`src/rtl/sqrt_iter_unit.sv`:
```
// Iterative integer square root by odd-number accumulation.
// The loop keeps square = (k+1)^2 and delta = 2k+3. It stops at the first
// square greater than the radicand, which gives root = k = floor(sqrt(radicand)).
// N must be even and at least 4.
module sqrt_iter_unit #(
  parameter int unsigned N = 16
) (
  input  logic           clock,
  input  logic           reset,
  input  logic           start,
  input  logic [N-1:0]   radicand,
  output logic           ready,
  output logic           busy,
  output logic           done,
  output logic [N/2-1:0] root
);

  localparam int unsigned SQ_W = N + 1;
  localparam int unsigned DL_W = N / 2 + 2;
  localparam int unsigned RT_W = N / 2;

  typedef enum logic {
    IDLE = 1'b0,
    CALC = 1'b1
  } state_t;

  state_t          state;
  logic [N-1:0]    a_reg;
  logic [SQ_W-1:0] square;
  logic [DL_W-1:0] delta;

  // Control FSM and accumulation datapath, all outputs registered
  always_ff @(posedge clock or posedge reset) begin
    if (reset) begin
      state  <= IDLE;
      a_reg  <= '0;
      square <= SQ_W'(1);
      delta  <= DL_W'(3);
      ready  <= 1'b1;
      busy   <= 1'b0;
      done   <= 1'b0;
      root   <= '0;
    end else begin
      done <= 1'b0;
      case (state)
        IDLE: begin
          if (start) begin
            a_reg  <= radicand;
            square <= SQ_W'(1);
            delta  <= DL_W'(3);
            ready  <= 1'b0;
            busy   <= 1'b1;
            state  <= CALC;
          end
        end
        CALC: begin
          if (square <= {1'b0, a_reg}) begin
            square <= square + SQ_W'(delta);
            delta  <= delta + DL_W'(2);
          end else begin
            // delta = 2k+3 here, so (delta >> 1) - 1 recovers k
            root  <= RT_W'((delta >> 1) - DL_W'(1));
            done  <= 1'b1;
            ready <= 1'b1;
            busy  <= 1'b0;
            state <= IDLE;
          end
        end
        default: state <= IDLE;
      endcase
    end
  end

endmodule

```
`config.mk`:
```
export PLATFORM = sky130hd
export DESIGN_NAME = sqrt_iter_unit
export DESIGN_NICKNAME = d
export VERILOG_FILES = /design/src/rtl/sqrt_iter_unit.sv
export SDC_FILE = /design/constraint.sdc
export NUM_CORES = 1
export LEC_CHECK = 0
export CAP_MARGIN = 20
export CORE_MARGIN = 1.5
export CORE_UTILIZATION = 55
export CTS_CLUSTER_DIAMETER = 60
export DETAILED_ROUTE_END_ITERATION = 10
export PLACE_DENSITY_LB_ADDON = 0.08
export SYNTH_ARGS = -nofsm -noshare
export SYNTH_HDL_FRONTEND = slang
export SYNTH_SLANG_ARGS = --single-unit
export TNS_END_PERCENT = 1
```
`constraint.sdc`:
```
create_clock -name clock -period 4.7 [get_ports clock]
set_clock_uncertainty 0.15 [all_clocks]
set_input_delay 0.94 -clock clock [delete_from_list [all_inputs] [get_ports clock]]
set_output_delay 0.94 -clock clock [all_outputs]
set_load 0.02 [all_outputs]
```
## Word-level counts from Yosys, hierarchy flattened

Cells that the tools add are included.

| word-level totals | value |
|---|---|
| flip-flop bits (word level) | 55 |
| bits of input ports | 19 |
| output and inout port bits | 11 |
| word-level logic and storage cells | 38 |

| cells by class | value |
|---|---|
| add/subtract/negate cells | 3 |
| $lt $le $gt $ge | 1 |
| eq/ne operators | 3 |
| muxes and demuxes | 17 |
| bitwise gates (word level) | 2 |
| reductions and logical operators | 4 |

Operators by type and width:

| cell | count |
|---|---|
| 2-to-1 mux 17 bit | 2 |
| one-hot mux 17 bit (2 select lines) | 1 |
| 2-to-1 mux 10 bit | 2 |
| one-hot mux 10 bit (2 select lines) | 1 |
| adder 17 x 10 -> 17 bit | 1 |
| <= comparator 17 x 16 -> 1 bit | 1 |
| adder 10 x 2 -> 10 bit (second input constant) | 1 |
| 2-to-1 mux 1 bit | 8 |
| AND reduction 2 bit | 4 |
| subtractor 8 x 1 -> 8 bit (second input constant) | 1 |
| one-hot mux 1 bit (2 select lines) | 3 |
| != test 2 bit (second input constant) | 2 |
| != test 2 x 1 -> 1 bit (second input constant) | 1 |
| inverter 1 bit | 2 |

## Depth between registers and ports, before layout

| logic depth | value |
|---|---|
| depth after elaboration | 3 |
| mapped depth | 10 |
| mapped depth without buffers | 9 |

## Worst setup path before layout

Ideal clock, no wire load.

| timing path | value |
|---|---|
| path kind | register -> register |
| start point | reg square[0] |
| end point | reg square[16] |
| arrival | 2,360 ps |
| required time | 4,458 ps |
| slack | 2,098 ps |
| stages on the path, launching flop included | 10 |
| path buffers | 0 |
| clock period less this slack | 2,602 ps |
| cells stage by stage | dfstp_2 > ha_1 > inv_1 > fa_1 > nor2b_1 > o2111ai_1 > a31oi_1 > a311oi_1 > or4_1 > o31ai_2 |

| between the ends | value |
|---|---|
| longest elaborated chain between the ends | 3 |
| elaborated cells between the ends (all ways) | 6 |
| those cells by class | 1 x add/sub; 1 x order compare; 1 x eq/ne; 2 x mux; 1 x reduce/logical |

Ends and longest elaborated chain:

| element | RTL line | RTL |
|---|---|---|
| start: declaration | 29 | `logic [SQ_W-1:0] square;` |
| start signal: assignment | 58 | `square <= square + SQ_W'(delta);` |
| adder 17 x 10 -> 17 bit or <= comparator 17 x 16 -> 1 bit (tied branches) | 58, 57 |  |
| 2-to-1 mux 17 bit or != test 2 x 1 -> 1 bit (tied branches) | n/a |  |
| one-hot mux 17 bit (2 select lines) or AND reduction 2 bit (tied branches) | n/a |  |

Parallel ways exist; a longest one is shown, timed or not. The select of a mux whose other input is x is not followed.
A chain may end at the register's enable or synchronous reset.

## Worst setup path after layout

Ends and elaborated chain as after synthesis.

==> reports/results.ini <==
[timing]
fin_tns_setup_ns=0
max_freq_mhz=351
min_period_ns=2.85
slew_headroom_pct=54.4
fin_crit_sh_pct=60.7
final_max_slew_viol_count=0
hold_viol_final=0
finalSetupViolCount=0
rsz0062_at_grt=false
worstMarginPinSlew_ns=0.679

[synth]
seq_area_frac_synth_pct=41.6
synth_edf_count=0
syn-cell-area_um2=3320
ys.flop_type=dfrtp_1
synthArstFlopShare_pct=100
synth_fp_nets=392
netlist_instances=344
ys_warn_count=0
ys_seq_elements=55
synthDistinctLibCells=58
postSynthAreaPerCell_um2=9.66

[finish]
design_area_um2=3770
layout_commonest_cell=dfrtp_1
final_cell_mix=dfrtp_1 (51), nand2_1 (36), inv_1 (30)
antenna_cells=0
nets=419
layout-drive-gt1-share_pct=9.41
largest_reg_flops=17
syn_to_final_growth_pct=13.4

[critical_path]
slowest_stage=dfstp_2
end_kind=register
cp.required_ns=4.78
worstSetupPathType=register to register
crit_buf_inv=1
crit_chain=ha_1 -> inv_1 -> fa_1 -> nor2b_1 -> o2111ai_1 -> a31oi_1 -> a311oi_1 -> or4_1 -> o31ai_2
cp-start-kind=register
cp.arrival_ns=2.93
critPathMaxStageDelay_ns=0.54
crit_family=compound AO/OA/AOI/OAI gates
path_max_fanout=4

[clock_network]
cts_setup_buffers=0
clock-sinks=55
clock_latency_ns=0.31
cts_max_level=2
cts_resized=0
clk_pin_slew_worst_paths_ns=0.09
cts_max_path_buffers=2
cts_hold_buf=0
root_buffer=clkbuf_8
numCtsBuffers=5
cts_tree=yes

[power]
p_switching_mw=1.32
power.internal_mw=1.55
pwr-share-clk_pct=8.9
power.leakage_nw=1.71
p_sw_share_pct=46.0
ir_worst_vdd_v=0.000422
p_per_area_nw_per_um2=762
comb_power_share_pct=60.9
seqPwrFrac_pct=30.3

[grt]
grtUsageTotal_pct=22.3
grt_util_met3_pct=4.27
grtUsageMet2_pct=36.8
grt_busiest_layer=met2
grt_max_degree=34
grt_pass1_vias=2497
grt_pass1_wl_mm=11.4
overflow=0
grt_use_met1_pct=30.2
antenna_found_initial=0

[die]
initial_core_util_pct=56.5
dieHeight_um=80.7
die_w_um=80.7
fp-row-count=28
die_area_um2=6520
ioPinCount=30
core_area_um2=5890

[placement]
gp_congestion=0.821
place_area_um2=3690
place.detailed.hpwl_mm=4.86
port_buffers=29

[detailed_routing]
post_drt_wl_per_cell_um=14.7
drt_first_pass_iters=4
ant_nets=0
drc=0
viasPerCell=5.64
routed_wl_mm=6.58
drt_iter0_drc=111
vias=2519

[outcome]
status=complete, no violations

[job]
cap_violations=0

[worst_hold_path]
hp-class=register to register

==> power groups by stage <==
stage               registers, mW  clock network [mW]  logic [mW]
floorplan                   0.858                   0        1.35
global placement            0.869                   0        1.71
detailed placement          0.876                   0        1.76
CTS                         0.868               0.262        1.76
global route                0.895               0.280        1.97
finish                      0.869               0.254        1.75
==> layer usage <==
metal / part of all wire, % / vias to the layer above
met2: 45 / 44
met5: 0 / -
met1: 49 / 1188
met3: 4.3 / 6
met4: 1.0 / 0
li1: - / 1281
==> worst paths after layout <==
check	from	cells after the start	to	slack [ns]
max reg2reg	square[0]	9	square[16]	1.85
min	ready	2	ready	0.32
min in group asynchronous	reset	2	a_reg[9]	0.90
min reg2reg	ready	2	ready	0.32
max in group asynchronous	reset	3	ready	2.70
max	square[0]	9	square[16]	1.85
==> kinds of logic (layout without fill, tap and decap cells) <==
family,count (synthesis),in the layout,synth area share (%)
AND/OR/NAND/NOR,105,105,16.7
AO/OA/AOI/OAI,82,82,16.9
XOR/XNOR,17,17,4.48
buffers and inverters,45,73,5.53
adder cells (fa/ha/maj),29,29,11.1
flip-flops,55,55,41.6
multiplexers,11,11,3.61
==> area by class of cell <==
type / count / area [um^2]
Fill cell: 492 / 2120
Multi-Input combinational cell: 244 / 1770
Sequential cell: 55 / 1380
Timing Repair Buffer: 34 / 328
Inverter: 31 / 116
Tap cell: 75 / 93.8
Clock buffer: 8 / 80.1
==> worst min-delay path, delay by kind of cell (launching register included) <==
family / cells / cell delay, ns
flops: 1 / 0.38
compound gates: 1 / 0.05
buf+inv: 1 / 0.04
==> Yosys cell counts (all sizes together) (2+ instances only) <==
library cell / count / area (um^2)
and4: 2 / 17.5
xor2: 8 / 70.1
a21oi: 13 / 65.1
inv: 31 / 116
nand4b: 2 / 32.5
or4: 3 / 22.5
a211oi: 2 / 20.0
o311ai: 2 / 17.5
dfrtp: 51 / 1280
o2111ai: 2 / 17.5
and2: 2 / 12.5
o41ai: 2 / 25.0
clkbuf: 7 / 26.3
buf: 7 / 41.3
nand3: 23 / 115
a31o: 2 / 17.5
nor2b: 3 / 18.8
mux2: 8 / 90.1
nand2: 36 / 135
nor2: 10 / 37.5
o21ai: 31 / 159
a21o: 4 / 30.0
o211ai: 4 / 30.0
nand2b: 2 / 12.5
a311oi: 2 / 17.5
o31ai: 4 / 35.0
xnor2: 9 / 78.8
nand4: 2 / 12.5
mux2i: 3 / 30.0
nor4: 3 / 31.3
ha: 28 / 350
a31oi: 6 / 37.5
nor3b: 3 / 22.5
nor3: 9 / 50.1
dfstp: 4 / 105
and3: 3 / 18.8
==> stage by stage <==
step | total power [mW] | instances | utilization, % | worst slack (ns) | hold WS (ns)
5_1_grt | 3.15 | 447 | 64.0 | 1.61 | 0.345
6_report | 2.87 | 447 | 64.0 | 1.85 | 0.316
3_5_place_dp | 2.63 | 439 | 62.7 | 1.87 | 0.303
4_1_cts | 2.89 | 447 | 64.0 | 1.85 | 0.318
3_3_place_gp | 2.58 | 439 | 62.7 | 1.92 | 0.305
2_1_floorplan | 2.20 | 344 | - | 2.10 | 0.300
Note: power is estimated with default switching activity, not from simulation.
